## src/rtl/alu_mc.sv

```systemverilog
// alu_mc: multi-cycle RV integer/M-extension execute unit behind a valid/ready handshake.
// Base ops finish in one cycle; multiply and divide iterate one bit per cycle on magnitudes.
module alu_mc #(
  parameter int XLEN = 32,
  parameter int SHW  = $clog2(XLEN)
) (
  input  logic            clk,
  input  logic            rst_n,
  input  logic            flush,
  input  logic            in_valid,
  output logic            in_ready,
  input  logic [XLEN-1:0] a,
  input  logic [XLEN-1:0] b,
  input  logic [4:0]      alu_ctrl,
  output logic            out_valid,
  input  logic            out_ready,
  output logic [XLEN-1:0] op,
  output logic            zero
);
  typedef enum logic [1:0] {IDLE, MUL, DIV, DONE} state_t;
  localparam logic [XLEN-1:0] MIN = {1'b1, {(XLEN-1){1'b0}}};
  state_t state_q, state_d;
  logic [XLEN-1:0] op_q, op_d, m_q, m_d, res, base_r, spec_r, abs_a, abs_b, mul_r, div_r;
  logic [2*XLEN:0] p_q, p_d, mul_p, div_p;
  logic [2*XLEN-1:0] sprod;
  logic [XLEN:0] mul_sum, sh, diff;
  logic [SHW-1:0] cnt_q, cnt_d;
  logic [4:0] ctrl_q, ctrl_d;
  logic zero_q, zero_d, neg_q, neg_d, rneg_q, rneg_d, wr;
  logic a_s, b_s, is_mul, is_div, by0, ovf;
  assign a_s    = a[XLEN-1] && (alu_ctrl == 5'd11 || alu_ctrl == 5'd12 || alu_ctrl == 5'd14 || alu_ctrl == 5'd16);
  assign b_s    = b[XLEN-1] && (alu_ctrl == 5'd11 || alu_ctrl == 5'd14 || alu_ctrl == 5'd16);
  assign abs_a  = a_s ? -a : a;
  assign abs_b  = b_s ? -b : b;
  assign is_mul = alu_ctrl >= 5'd10 && alu_ctrl <= 5'd13;
  assign is_div = alu_ctrl >= 5'd14 && alu_ctrl <= 5'd17;
  assign by0    = is_div && b == '0;
  assign ovf    = (alu_ctrl == 5'd14 || alu_ctrl == 5'd16) && a == MIN && b == '1;
  assign spec_r = by0 ? ((alu_ctrl == 5'd14 || alu_ctrl == 5'd15) ? '1 : a) : (alu_ctrl == 5'd14 ? a : '0);
  always_comb begin
    base_r = '0;
    case (alu_ctrl)
      5'd0: base_r = a + b;
      5'd1: base_r = a - b;
      5'd2: base_r = a << b[SHW-1:0];
      5'd3: base_r = XLEN'($signed(a) < $signed(b));
      5'd4: base_r = XLEN'(a < b);
      5'd5: base_r = a ^ b;
      5'd6: base_r = a >> b[SHW-1:0];
      5'd7: base_r = $signed(a) >>> b[SHW-1:0];
      5'd8: base_r = a | b;
      5'd9: base_r = a & b;
      default: base_r = '0;
    endcase
  end
  // shift-add: multiplier sits in the low half and is consumed LSB first
  assign mul_sum = p_q[2*XLEN:XLEN] + {1'b0, p_q[0] ? m_q : '0};
  assign mul_p   = {1'b0, mul_sum, p_q[XLEN-1:1]};
  assign sprod   = neg_q ? -mul_p[2*XLEN-1:0] : mul_p[2*XLEN-1:0];
  assign mul_r   = ctrl_q == 5'd10 ? sprod[XLEN-1:0] : sprod[2*XLEN-1:XLEN];
  // restoring step: remainder in the high half, dividend/quotient shifting through the low half
  assign sh      = {p_q[2*XLEN-1:XLEN], p_q[XLEN-1]};
  assign diff    = sh - {1'b0, m_q};
  assign div_p   = diff[XLEN] ? {sh, p_q[XLEN-2:0], 1'b0} : {diff, p_q[XLEN-2:0], 1'b1};
  assign div_r   = (ctrl_q == 5'd14 || ctrl_q == 5'd15) ? (neg_q ? -div_p[XLEN-1:0] : div_p[XLEN-1:0])
                                                        : (rneg_q ? -div_p[2*XLEN-1:XLEN] : div_p[2*XLEN-1:XLEN]);
  always_comb begin
    state_d = state_q;
    p_d     = p_q;
    m_d     = m_q;
    cnt_d   = cnt_q;
    ctrl_d  = ctrl_q;
    neg_d   = neg_q;
    rneg_d  = rneg_q;
    wr      = 1'b0;
    res     = op_q;
    if (flush) state_d = IDLE;
    else case (state_q)
      IDLE: if (in_valid) begin
        ctrl_d = alu_ctrl;
        neg_d  = a_s ^ b_s;
        rneg_d = a_s;
        cnt_d  = SHW'(XLEN - 1);
        if (is_mul) begin
          state_d = MUL;
          p_d     = {{(XLEN+1){1'b0}}, abs_b};
          m_d     = abs_a;
        end else if (is_div && !by0 && !ovf) begin
          state_d = DIV;
          p_d     = {{(XLEN+1){1'b0}}, abs_a};
          m_d     = abs_b;
        end else begin
          state_d = DONE;
          wr      = 1'b1;
          res     = is_div ? spec_r : base_r;
        end
      end
      MUL: begin
        p_d   = mul_p;
        cnt_d = cnt_q - 1'b1;
        if (cnt_q == '0) begin
          state_d = DONE;
          wr      = 1'b1;
          res     = mul_r;
        end
      end
      DIV: begin
        p_d   = div_p;
        cnt_d = cnt_q - 1'b1;
        if (cnt_q == '0) begin
          state_d = DONE;
          wr      = 1'b1;
          res     = div_r;
        end
      end
      DONE: state_d = out_ready ? IDLE : DONE;
      default: state_d = IDLE;
    endcase
  end
  assign op_d   = wr ? res : op_q;
  assign zero_d = wr ? res == '0 : zero_q;
  always_ff @(posedge clk or negedge rst_n) begin
    if (!rst_n) begin
      state_q <= IDLE;
      op_q    <= '0;
      zero_q  <= 1'b1;
      p_q     <= '0;
      m_q     <= '0;
      cnt_q   <= '0;
      ctrl_q  <= '0;
      neg_q   <= 1'b0;
      rneg_q  <= 1'b0;
    end else begin
      state_q <= state_d;
      op_q    <= op_d;
      zero_q  <= zero_d;
      p_q     <= p_d;
      m_q     <= m_d;
      cnt_q   <= cnt_d;
      ctrl_q  <= ctrl_d;
      neg_q   <= neg_d;
      rneg_q  <= rneg_d;
    end
  end
  assign in_ready  = state_q == IDLE;
  assign out_valid = state_q == DONE;
  assign op        = op_q;
  assign zero      = zero_q;
endmodule

```

## config.mk

```make
export PLATFORM = sky130hd
export DESIGN_NAME = alu_mc
export DESIGN_NICKNAME = d
export VERILOG_FILES = /design/src/rtl/alu_mc.sv
export SDC_FILE = /design/constraint.sdc
export NUM_CORES = 1
export LEC_CHECK = 0
export CORE_MARGIN = 2
export CORE_UTILIZATION = 30
export DETAILED_ROUTE_END_ITERATION = 7
export PLACE_DENSITY = 0.48
export SLEW_MARGIN = 0
export SYNTH_ARGS = -nofsm -noshare
export SYNTH_HDL_FRONTEND = slang
export SYNTH_SLANG_ARGS = --single-unit
```

## constraint.sdc

```tcl
create_clock -name clk -period 10.3 [get_ports clk]
set_clock_uncertainty 0.2 [all_clocks]
set_input_delay 2.575 -clock clk [delete_from_list [all_inputs] [get_ports clk]]
set_output_delay 2.575 -clock clk [all_outputs]
set_load 0.01 [all_outputs]
```

=== Word-level counts from Yosys, hierarchy flattened ===
Index checks and enable logic that the tools add are counted.
Widths: inputs -> output; s select.

* $add $sub $neg: 10
* Multiply operators: 0
* Div/mod/pow operators: 0
* Order comparisons: 6
* Equal/unequal tests: 26
* Shift-type cells: 3
* Muxes and demuxes: 42
* Bitwise logic cells: 5
* Reduce and logical (&&, ||, !) cells: 33

{| class="wikitable"
|+ Operators with widths
! kind !! count
|-
| $mux 32 || 19
|-
| $pmux 32 s10 || 1
|-
| $mux 65 || 4
|-
| $pmux 65 s3 || 1
|-
| $neg 32->32 || 4
|-
| $pmux 32 s3 || 1
|-
| $eq 32x32->1 const B || 2
|-
| $logic_not 32->1 || 2
|-
| $lt 32x32->1 || 2
|-
| $mux 64 || 1
|-
| $neg 64->64 || 1
|-
| $eq 5x4->1 const B || 9
|-
| $add 33x32->33 || 1
|-
| $sub 33x32->33 || 1
|-
| $add 32x32->32 || 1
|-
| $and 32x32->32 || 1
|-
| $or 32x32->32 || 1
|-
| $shl 32x5->32 || 1
|-
| $shr 32x5->32 || 1
|-
| $sshr 32x5->32 || 1
|-
| $sub 32x32->32 || 1
|-
| $xor 32x32->32 || 1
|-
| $eq 5x3->1 const B || 4
|-
| $eq 5x2->1 const B || 2
|-
| 30 further kinds || 62
|}

* Register bits after elaboration: 144
* Latch bits: 0
* RAM bits: 0
* Memory bits (read-only): 0
* Bits of input ports: 74
* Output and inout port bits: 35
* Memories: 0

=== Logic depth before layout (Yosys ltp) ===
Gate-level depths: netlist (run 1).

* Depth in word-level cells: 12
* Mapped depth: 35
* Depth with buffers taken out: 29

=== Least setup slack after synthesis (run 1) ===
OpenSTA, ideal clock, no wires.

* Kind: reg2reg
* From: register p_q[31]
* To: register zero_q, in the netlist zero
* Data arrival time: 7,495 ps
* Setup slack: 2,543 ps
* Stages on the path, launching flop included: 35
* Buffers on the path: 6
* Clock period less this slack: 7,757 ps
* Path through: dfrtp_1 -> clkbuf_1 -> inv_1 -> ha_1 -> fa_1 -> nor2b_1 -> o2111ai_1 -> a211oi_1 -> o311a_1 -> o21ai_0 -> a21oi_1 -> a21o_1 -> a21o_1 -> a21o_1 -> ha_1 -> buf_1 -> clkbuf_1 -> buf_1 -> clkbuf_1 -> clkbuf_1 -> nand2_1 -> o21ai_0 -> ha_1 -> nand2_1 -> or3_1 -> inv_1 -> nand2_1 -> nor4_1 -> a31oi_1 -> xnor2_1 -> a211o_1 -> nor4b_1 -> nand3_1 -> nor4b_2 -> a32o_1

* Word-level cells in the longest chain between the ends: 9
* Elaborated cells on any way between the ends: 15
* Those cells by class: 4 x add/sub; 10 x mux; 1 x reduce/logical

{| class="wikitable"
|+ Ends and longest elaborated chain
! item !! RTL line !! source
|-
| start, declared || 24 || <nowiki>logic [2*XLEN:0] p_q, p_d, mul_p, div_p;</nowiki>
|-
| start signal, assigned || 137 || <nowiki>p_q <= p_d;</nowiki>
|-
| $sub 33x32->33 || 63 || <nowiki>assign diff = sh - {1'b0, m_q};</nowiki>
|-
| $mux 65 || 64 || <nowiki>assign div_p = diff[XLEN] ? {sh, p_q[XLEN-2:0], 1'b0} : {diff, p_q[XLEN-2:0], 1'b1};</nowiki>
|-
| $neg 32->32, on equally long branches || 66, 65 ||
|-
| $mux 32, on equally long branches || 66, 65 ||
|-
| $mux 32 || 65 || <nowiki>assign div_r = (ctrl_q == 5'd14 || ctrl_q == 5'd15) ? (neg_q ? -div_p[XLEN-1:0] : div_p[XLEN-1:0])</nowiki>
|-
| $mux 32 || 110 || <nowiki>if (cnt_q == '0) begin</nowiki>
|-
| $pmux 32 s3 * || 78 || <nowiki>else case (state_q)</nowiki>
|-
| $mux 32 * || 77 || <nowiki>if (flush) state_d = IDLE;</nowiki>
|-
| $logic_not 32->1 * || 121 || <nowiki>assign zero_d = wr ? res == '0 : zero_q;</nowiki>
|-
| end signal, assigned || 136 || <nowiki>zero_q <= zero_d;</nowiki>
|-
| end, declared || 29 || <nowiki>logic zero_q, zero_d, neg_q, neg_d, rneg_q, rneg_d, wr;</nowiki>
|}

Every way passes the cells marked *; elsewhere a longest branch is shown, timed or not.
A chain may end at the register's enable or synchronous reset.

=== Worst setup path after layout (run 1) ===
* From: input port alu_ctrl[0]
* To: register zero_q, in the netlist zero

* Word-level cells in the longest chain between the ends: 12
* Elaborated cells on any way between the ends: 44
* Those cells by class: 4 x order compare; 12 x eq/ne; 15 x mux; 13 x reduce/logical

{| class="wikitable"
|+ Ends and longest elaborated chain
! item !! RTL line !! source
|-
| start, declared || 14 || <nowiki>input logic [4:0] alu_ctrl,</nowiki>
|-
| $ge 5x4->1 (tied with other cells) || 36 || <nowiki>assign is_div = alu_ctrl >= 5'd14 && alu_ctrl <= 5'd17;</nowiki>
|-
| $logic_and 1x1->1 or $logic_or 1x1->1 (tied branches) || 36, 38 ||
|-
| $logic_and 1x1->1, on equally long branches || 37, 38 ||
|-
| $logic_not 1->1 or $logic_and 1x1->1 (tied branches) || 88, 38 ||
|-
| $logic_and 1x1->1 or $logic_not 1->1 (tied branches) || 88 || <nowiki>end else if (is_div && !by0 && !ovf) begin</nowiki>
|-
| $logic_and 1x1->1 || 88 ||
|-
| $mux 32 || 88 ||
|-
| $mux 32 || 84 || <nowiki>if (is_mul) begin</nowiki>
|-
| $mux 32 || 79 || <nowiki>IDLE: if (in_valid) begin</nowiki>
|-
| $pmux 32 s3 || 78 ||
|-
| $mux 32 || 77 ||
|-
| $logic_not 32->1 || 121 ||
|}

Parallel ways exist; a longest one is shown, timed or not.

==> results.toml, run 1 <==
[power_and_ir_drop]
p_per_area_nw_per_um2 = 185.2
pwr-share-seq_pct = 20.1
p_leak_uw = 0.01184
clkPwrFrac_pct = 11.8
pwr-share-comb_pct = 68.1
internal_power_uw = 2360
switching_power_uw = 3142
switching_share_pct = 57.10
ir_worst_vdd_mv = 0.1263

[route]
drtPass1Iterations = 6
drt-vias-per-instance = 6.490
drt_iter0_markers = 3901
wl_per_cell_um = 31.79
drt.antenna.violating_nets = 0
finalWirelength_um = 158300
vias = 32326
drc = 0

[setup_path]
cp_cell_sequence = "clkdlybuf4s50_1, buf_4, inv_1, buf_4, nor3_1, nand2_1, a21oi_1, a2111oi_0, o21ai_0, a2111oi_0, buf_4, a221oi_1, nor4_1, nand4b_1, nor4_1, nand4_1, nor4b_2, a32o_1"
r2r_slack_ns = 1.37
crit_fanout = 35
path_class = "input port to flop"
path_buf_inv = 5
crit_top_cell = "buf_4"
rr_startpoint = "p_q[31]$_DFFE_PN0P_"
end_kind = "flop"
max_stage_delay_ns = 1.01
startpoint_type = "input port"
cp.arrival_ns = 9.34
critPathSlowestCell = "a2111oi_0"
crit_family = "compound AO/OA/AOI/OAI gates"
reg2reg_depth = 28
timing.rr.end = "zero$_DFFE_PN1P_"
crit_required_ns = 10.53

[logic_synthesis]
ys_warn_count = 0
synth-main-ff-cell = "dfrtp_1"
netlist_instances = 3872
synth_seq_cells = 144
synth.avg_cell_area_um2 = 6.950
synth_top_area_share_pct = 13.30
ys_async_sr_fraction_pct = 100.0
seq_area_frac_synth_pct = 13.39
synth-edff-count = 0
synthDistinctLibCells = 93
synth.area.top_cells = "dfrtp_1 13%, ha_1 8.0%, nand2_1 6.1%"
syn_nets = 4123
synth_top_cell_by_area = "dfrtp_1"
netlist_area_um2 = 26910

[cts]
cts_buffer_depth = 2
cts_buffers = 17
cts_num_sinks = 144
cts-root-buf = "clkbuf_16"
cts_setup_buffers = 0
clkLatencyLatePin_ns = 0.50
htree_levels = 4
cts_tree = "done"
hold_buffers = 0
clkTransAtPathRegs_ns = 0.07
post_cts_resized = 0

[final_layout]
synthToLayoutAreaGrowth_pct = 10.37
seqCellArea_um2 = 3606
multi_input_area_um2 = 21540
final_cell_mix = "435 x nand2_1, 383 x nor2_1, 325 x o21ai_0, 296 x a21oi_1, 173 x inv_1"
drive_gt1_share_pct = 7.499
finalNetCount = 4052
final_common_cell = "nand2_1"
final.fill_count = 9875

[placed_design]
globalplace.congestion = 1.053
port_buffers = 108
dp_hpwl_um = 126800

[timing]
drv_slew = 0
fmax_ghz = 0.1099
fin_crit_sh_pct = 88.37
fin_setup_tns_ns = 0
post-route-min-period_ns = 9.102
tightest_slew_ns = 1.254
hold_ws_ns = 0.2776
final_hold_viol_count = 0
setup_violations = 0
rsz0062_at_grt = "no"
slew-limit-headroom_pct = 16.24

[global_routing]
antenna_found_initial = 8
grt_pass1_wl_um = 224300
grt_overflow = 0
gr-usage-all-layers_pct = 33.52
grt_max_degree = 67
grt_pass1_vias = 30760

[floorplanning]
die_h_um = 303.5
rows = 109
die_width_um = 303.5
start_util_pct = 30.36
io_pins = 109
core_um2 = 88650
die_area_um2 = 92120

[run]
maxCapViolCount = 0

[status]
status = "complete, no violations"

[worst_hold_path]
hold_depth = 2
hp-start = "m_q[14]$_DFFE_PN0P_"
min_to = "m_q[14]$_DFFE_PN0P_"
min_path_type = "flop to flop"
-- through the flow --
| stage | util, % | cell area (um2) | total power (uW) | worst slack, ns | cells |
|---|---|---|---|---|---|
| after floorplan | - | 26910 | 3281 | 2.543 | 3872 |
| after global placement | 32.84 | 29110 | 4754 | 0.3830 | 4946 |
| after detailed placement | 32.86 | 29130 | 4731 | 1.075 | 4947 |
| after CTS | 33.50 | 29700 | 5394 | 1.568 | 4979 |
| after global routing | 33.50 | 29700 | 5784 | 1.138 | 4980 |
| final | 33.51 | 29700 | 5502 | 1.198 | 4981 |
-- flip-flops by register name (all words and copies together), names as in the netlist --
name / cells
rneg_q: 1
zero: 1
p_q: 65
m_q: 32
cnt_q: 5
state_q: 2
neg_q: 1
op: 32
ctrl_q: 5
-- per-layer routing --
metal  share of wire, %  wire length [um]  global-route usage (%)  up-vias
met5              0.025                39                       0        -
met4                7.9             12500                   22.35        6
met3                7.6             12010                   5.412      521
met2                 45             71320                   53.98     1803
met1                 39             62470                   41.23    15657
li1                   -                 -                       -    14339
-- cells in the mapped netlist (65+ instances only) --
cell type  count
o211ai_1      66
dfrtp_1      143
mux2i_1       76
nand2_1      435
nor3_1        84
xnor2_1      143
a31oi_1       65
clkbuf_1     251
nor2_1       388
a21oi_1      297
ha_1         173
o21ai_0      325
nand3_1       87
inv_1        174
-- final cells by class --
| cell class | instances | area share (%) |
|---|---|---|
| clock inverter | 13 | 0.4339 |
| multi-input combinational | 3248 | 72.51 |
| tap | 1165 | 4.907 |
| sequential | 144 | 12.14 |
| inverter | 176 | 2.224 |
| antenna | 2 | 0.01685 |
| clock buffer | 19 | 1.491 |
| timing repair buffer | 214 | 6.272 |
-- worst max path at each step --
stage / start / endpoint / slack (ns) / cells after the start
global route: p_q[31]$_DFFE_PN0P_ / zero$_DFFE_PN1P_ / 1.14 / 28
floorplan: p_q[31]$_DFFE_PN0P_ / zero$_DFFE_PN1P_ / 2.54 / 34
CTS: alu_ctrl[0] / zero$_DFFE_PN1P_ / 1.57 / 18
finish: alu_ctrl[0] / zero$_DFFE_PN1P_ / 1.20 / 18
global placement: a[14] / zero$_DFFE_PN1P_ / 0.38 / 15
detailed placement: alu_ctrl[0] / zero$_DFFE_PN1P_ / 1.07 / 18
-- worst register-to-register path, delay by kind of cell (launching register included) --
kind                     cells  cell delay, ns
AO/OA/AOI/OAI               13            3.26
AND/OR/NAND/NOR              8            2.96
adder cells (fa/ha/maj)      3            1.14
buffers and inverters        3            0.66
flip-flops                   1            0.49
multiplexers                 1            0.17
-- power by group through the flow --
| stage | clock (uW) | sequential, uW | combinational [uW] |
|---|---|---|---|
| after global placement | 0 | 1100 | 3650 |
| after global routing | 679 | 1130 | 3980 |
| after CTS | 657 | 1100 | 3640 |
| after floorplan | 0 | 899 | 2380 |
| final | 647 | 1110 | 3750 |
| after detailed placement | 0 | 1110 | 3620 |
-- cell families (layout without fill, tap and decap cells) --
logic type / Yosys count / in the layout / synth area share [%]
simple gates: 1367 / 1367 / 24.12
compound gates: 1365 / 1365 / 33.93
buf+inv: 480 / 422 / 6.872
mux: 138 / 138 / 6.802
other cells: 0 / 2 / 0
xor+xnor: 201 / 201 / 6.541
flops: 144 / 144 / 13.39
fa+ha+maj: 177 / 177 / 8.341
(Power assumes the default switching activity.)
==> inputs of run 2 (changes only) <==
Settings changed: GPL_ROUTABILITY_DRIVEN from default to 0.
==> results.toml, run 2 (same netlist as run 1, synthesis figures left out) <==
[setup_path]
crit_fanout = 57
cp.arrival_ns = 8.93
critPathLaunch = "p_q[31]$_DFFE_PN0P_"
path_buf_inv = 4
rr_startpoint = "p_q[31]$_DFFE_PN0P_"
max_stage_delay_ns = 0.78
end_kind = "flop"
crit_required_ns = 10.55
startpoint_type = "flop"
crit_family = "compound AO/OA/AOI/OAI gates"
critPathSlowestCell = "nor4_1"
path_class = "flop to flop"

[route]
vias = 32328
wl_per_cell_um = 29.80
drc = 4
drt_iter0_markers = 5045
drt.antenna.violating_nets = 0
drt-vias-per-instance = 6.512
finalWirelength_um = 147900
drtPass1Iterations = 8

[timing]
fin_crit_sh_pct = 84.32
final_hold_viol_count = 0
tightest_slew_ns = 1.320
drv_slew = 0
post-route-min-period_ns = 8.685
fmax_ghz = 0.1151
rsz0062_at_grt = "no"
setup_violations = 0
fin_setup_tns_ns = 0
finalWorstSetupSlack_ns = 1.615
slew-limit-headroom_pct = 11.25

[floorplanning]
io_pins = 109
rows = 109
die_area_um2 = 92120
die_width_um = 303.5
start_util_pct = 30.36
die_h_um = 303.5
core_um2 = 88650

[final_layout]
fin_area_um2 = 29600
largest_register_ff_count = 65
finalNetCount = 4033
drive_gt1_share_pct = 7.062
fin_cells = 4964
regMostFlops = "p_q"
final_cell_mix = "435 x nand2_1, 384 x nor2_1, 325 x o21ai_0, 296 x a21oi_1, 173 x inv_1"
final_common_cell = "nand2_1"
synthToLayoutAreaGrowth_pct = 9.996

[power_and_ir_drop]
p_per_area_nw_per_um2 = 184.9
p_leak_uw = 0.01175
p_total_uw = 5474
ir_worst_vdd_mv = 0.1511

[cts]
post_cts_resized = 0
cts_num_sinks = 144
cts_buffers = 17
htree_levels = 4
clkLatencyLatePin_ns = 0.51
cts_buffer_depth = 2
clkTransAtPathRegs_ns = 0.08
cts_setup_buffers = 0
cts_tree = "done"
cts-root-buf = "clkbuf_16"
hold_buffers = 0

[placed_design]
dp_cells = 4928
port_buffers = 108
dp_hpwl_um = 115700
dp_slack_ns = 1.314
place_area_um2 = 28990

[worst_hold_path]
min_path_type = "flop to flop"
hp-start = "m_q[27]$_DFFE_PN0P_"

[global_routing]
grt_overflow = 0
antenna_found_initial = 9
grt_pass1_vias = 29797
grt_pass1_wl_um = 211800
grt_max_degree = 77
gr-usage-all-layers_pct = 31.31

[run]
maxCapViolCount = 0

[status]
violations = "design-rule violations"
status = "finished, violations left"
==> run 2: cell count changes in the layout (fill, tap and decap cells not counted), sizes merged <==
cell / change
diode: +2
clkinv: -3
clkinvlp: +1
buf: -19
inv: +2
==> run 2: area by class of cell <==
| cell class | instances | area (um2) |
|---|---|---|
| clock buffers | 19 | 452.9 |
| well taps | 1165 | 1458 |
| fillers | 9756 | 59050 |
| multi-input cells | 3248 | 21540 |
| inverters | 176 | 660.6 |
| diodes | 4 | 10.01 |
| flip-flops and latches | 144 | 3606 |
| repair buffers | 195 | 1725 |
| clock inverters | 13 | 145.1 |
==> run 2: path summary, 6_finish.rpt <==
check                                      end  slack [ns]  cells past startpoint
max                           zero$_DFFE_PN1P_        1.62                     27
min                        m_q[27]$_DFFE_PN0P_        0.28                      2
max reg2reg                   zero$_DFFE_PN1P_        1.62                     27
min reg2reg                m_q[27]$_DFFE_PN0P_        0.28                      2
max in group asynchronous  m_q[17]$_DFFE_PN0P_        6.94                      2
min in group asynchronous  p_q[42]$_DFFE_PN0P_        1.88                      1
==> run 2: metrics by stage <==
| stage | hold WS (ns) | util (%) |
|---|---|---|
| floorplan | 0.2498 | - |
| global placement | 0.2605 | 32.70 |
| detailed placement | 0.2701 | 32.70 |
| CTS | 0.2864 | 33.38 |
| global route | 0.3134 | 33.39 |
| finish | 0.2806 | 33.39 |
==> run 2: per-layer routing <==
layer / GRT usage [%] / routed length, um / vias to the layer above / part of all wire [%]
li1: - / - / 14304 / -
met1: 40.70 / 59080 / 15445 / 40
met2: 46.37 / 62110 / 2076 / 42
met3: 7.803 / 15910 / 495 / 11
met4: 19.13 / 10700 / 8 / 7.2
met5: 0.5694 / 112 / - / 0.076
==> run 2: tightest hold or removal path: cells and delay by family (launching register included) <==
| family | cells | cell delay [ns] |
|---|---|---|
| AND/OR/NAND/NOR | 1 | 0.04 |
| flip-flops | 1 | 0.35 |
| AO/OA/AOI/OAI | 1 | 0.06 |
==> run 2: power breakdown <==
part           switching (uW)  leakage [uW]  internal, uW  total [uW]
Sequential                366       0.00182           759        1130
Clock                     321      0.000288           353         674
Combinational            2420       0.00965          1250        3670
Total                    3110        0.0118          2370        5470
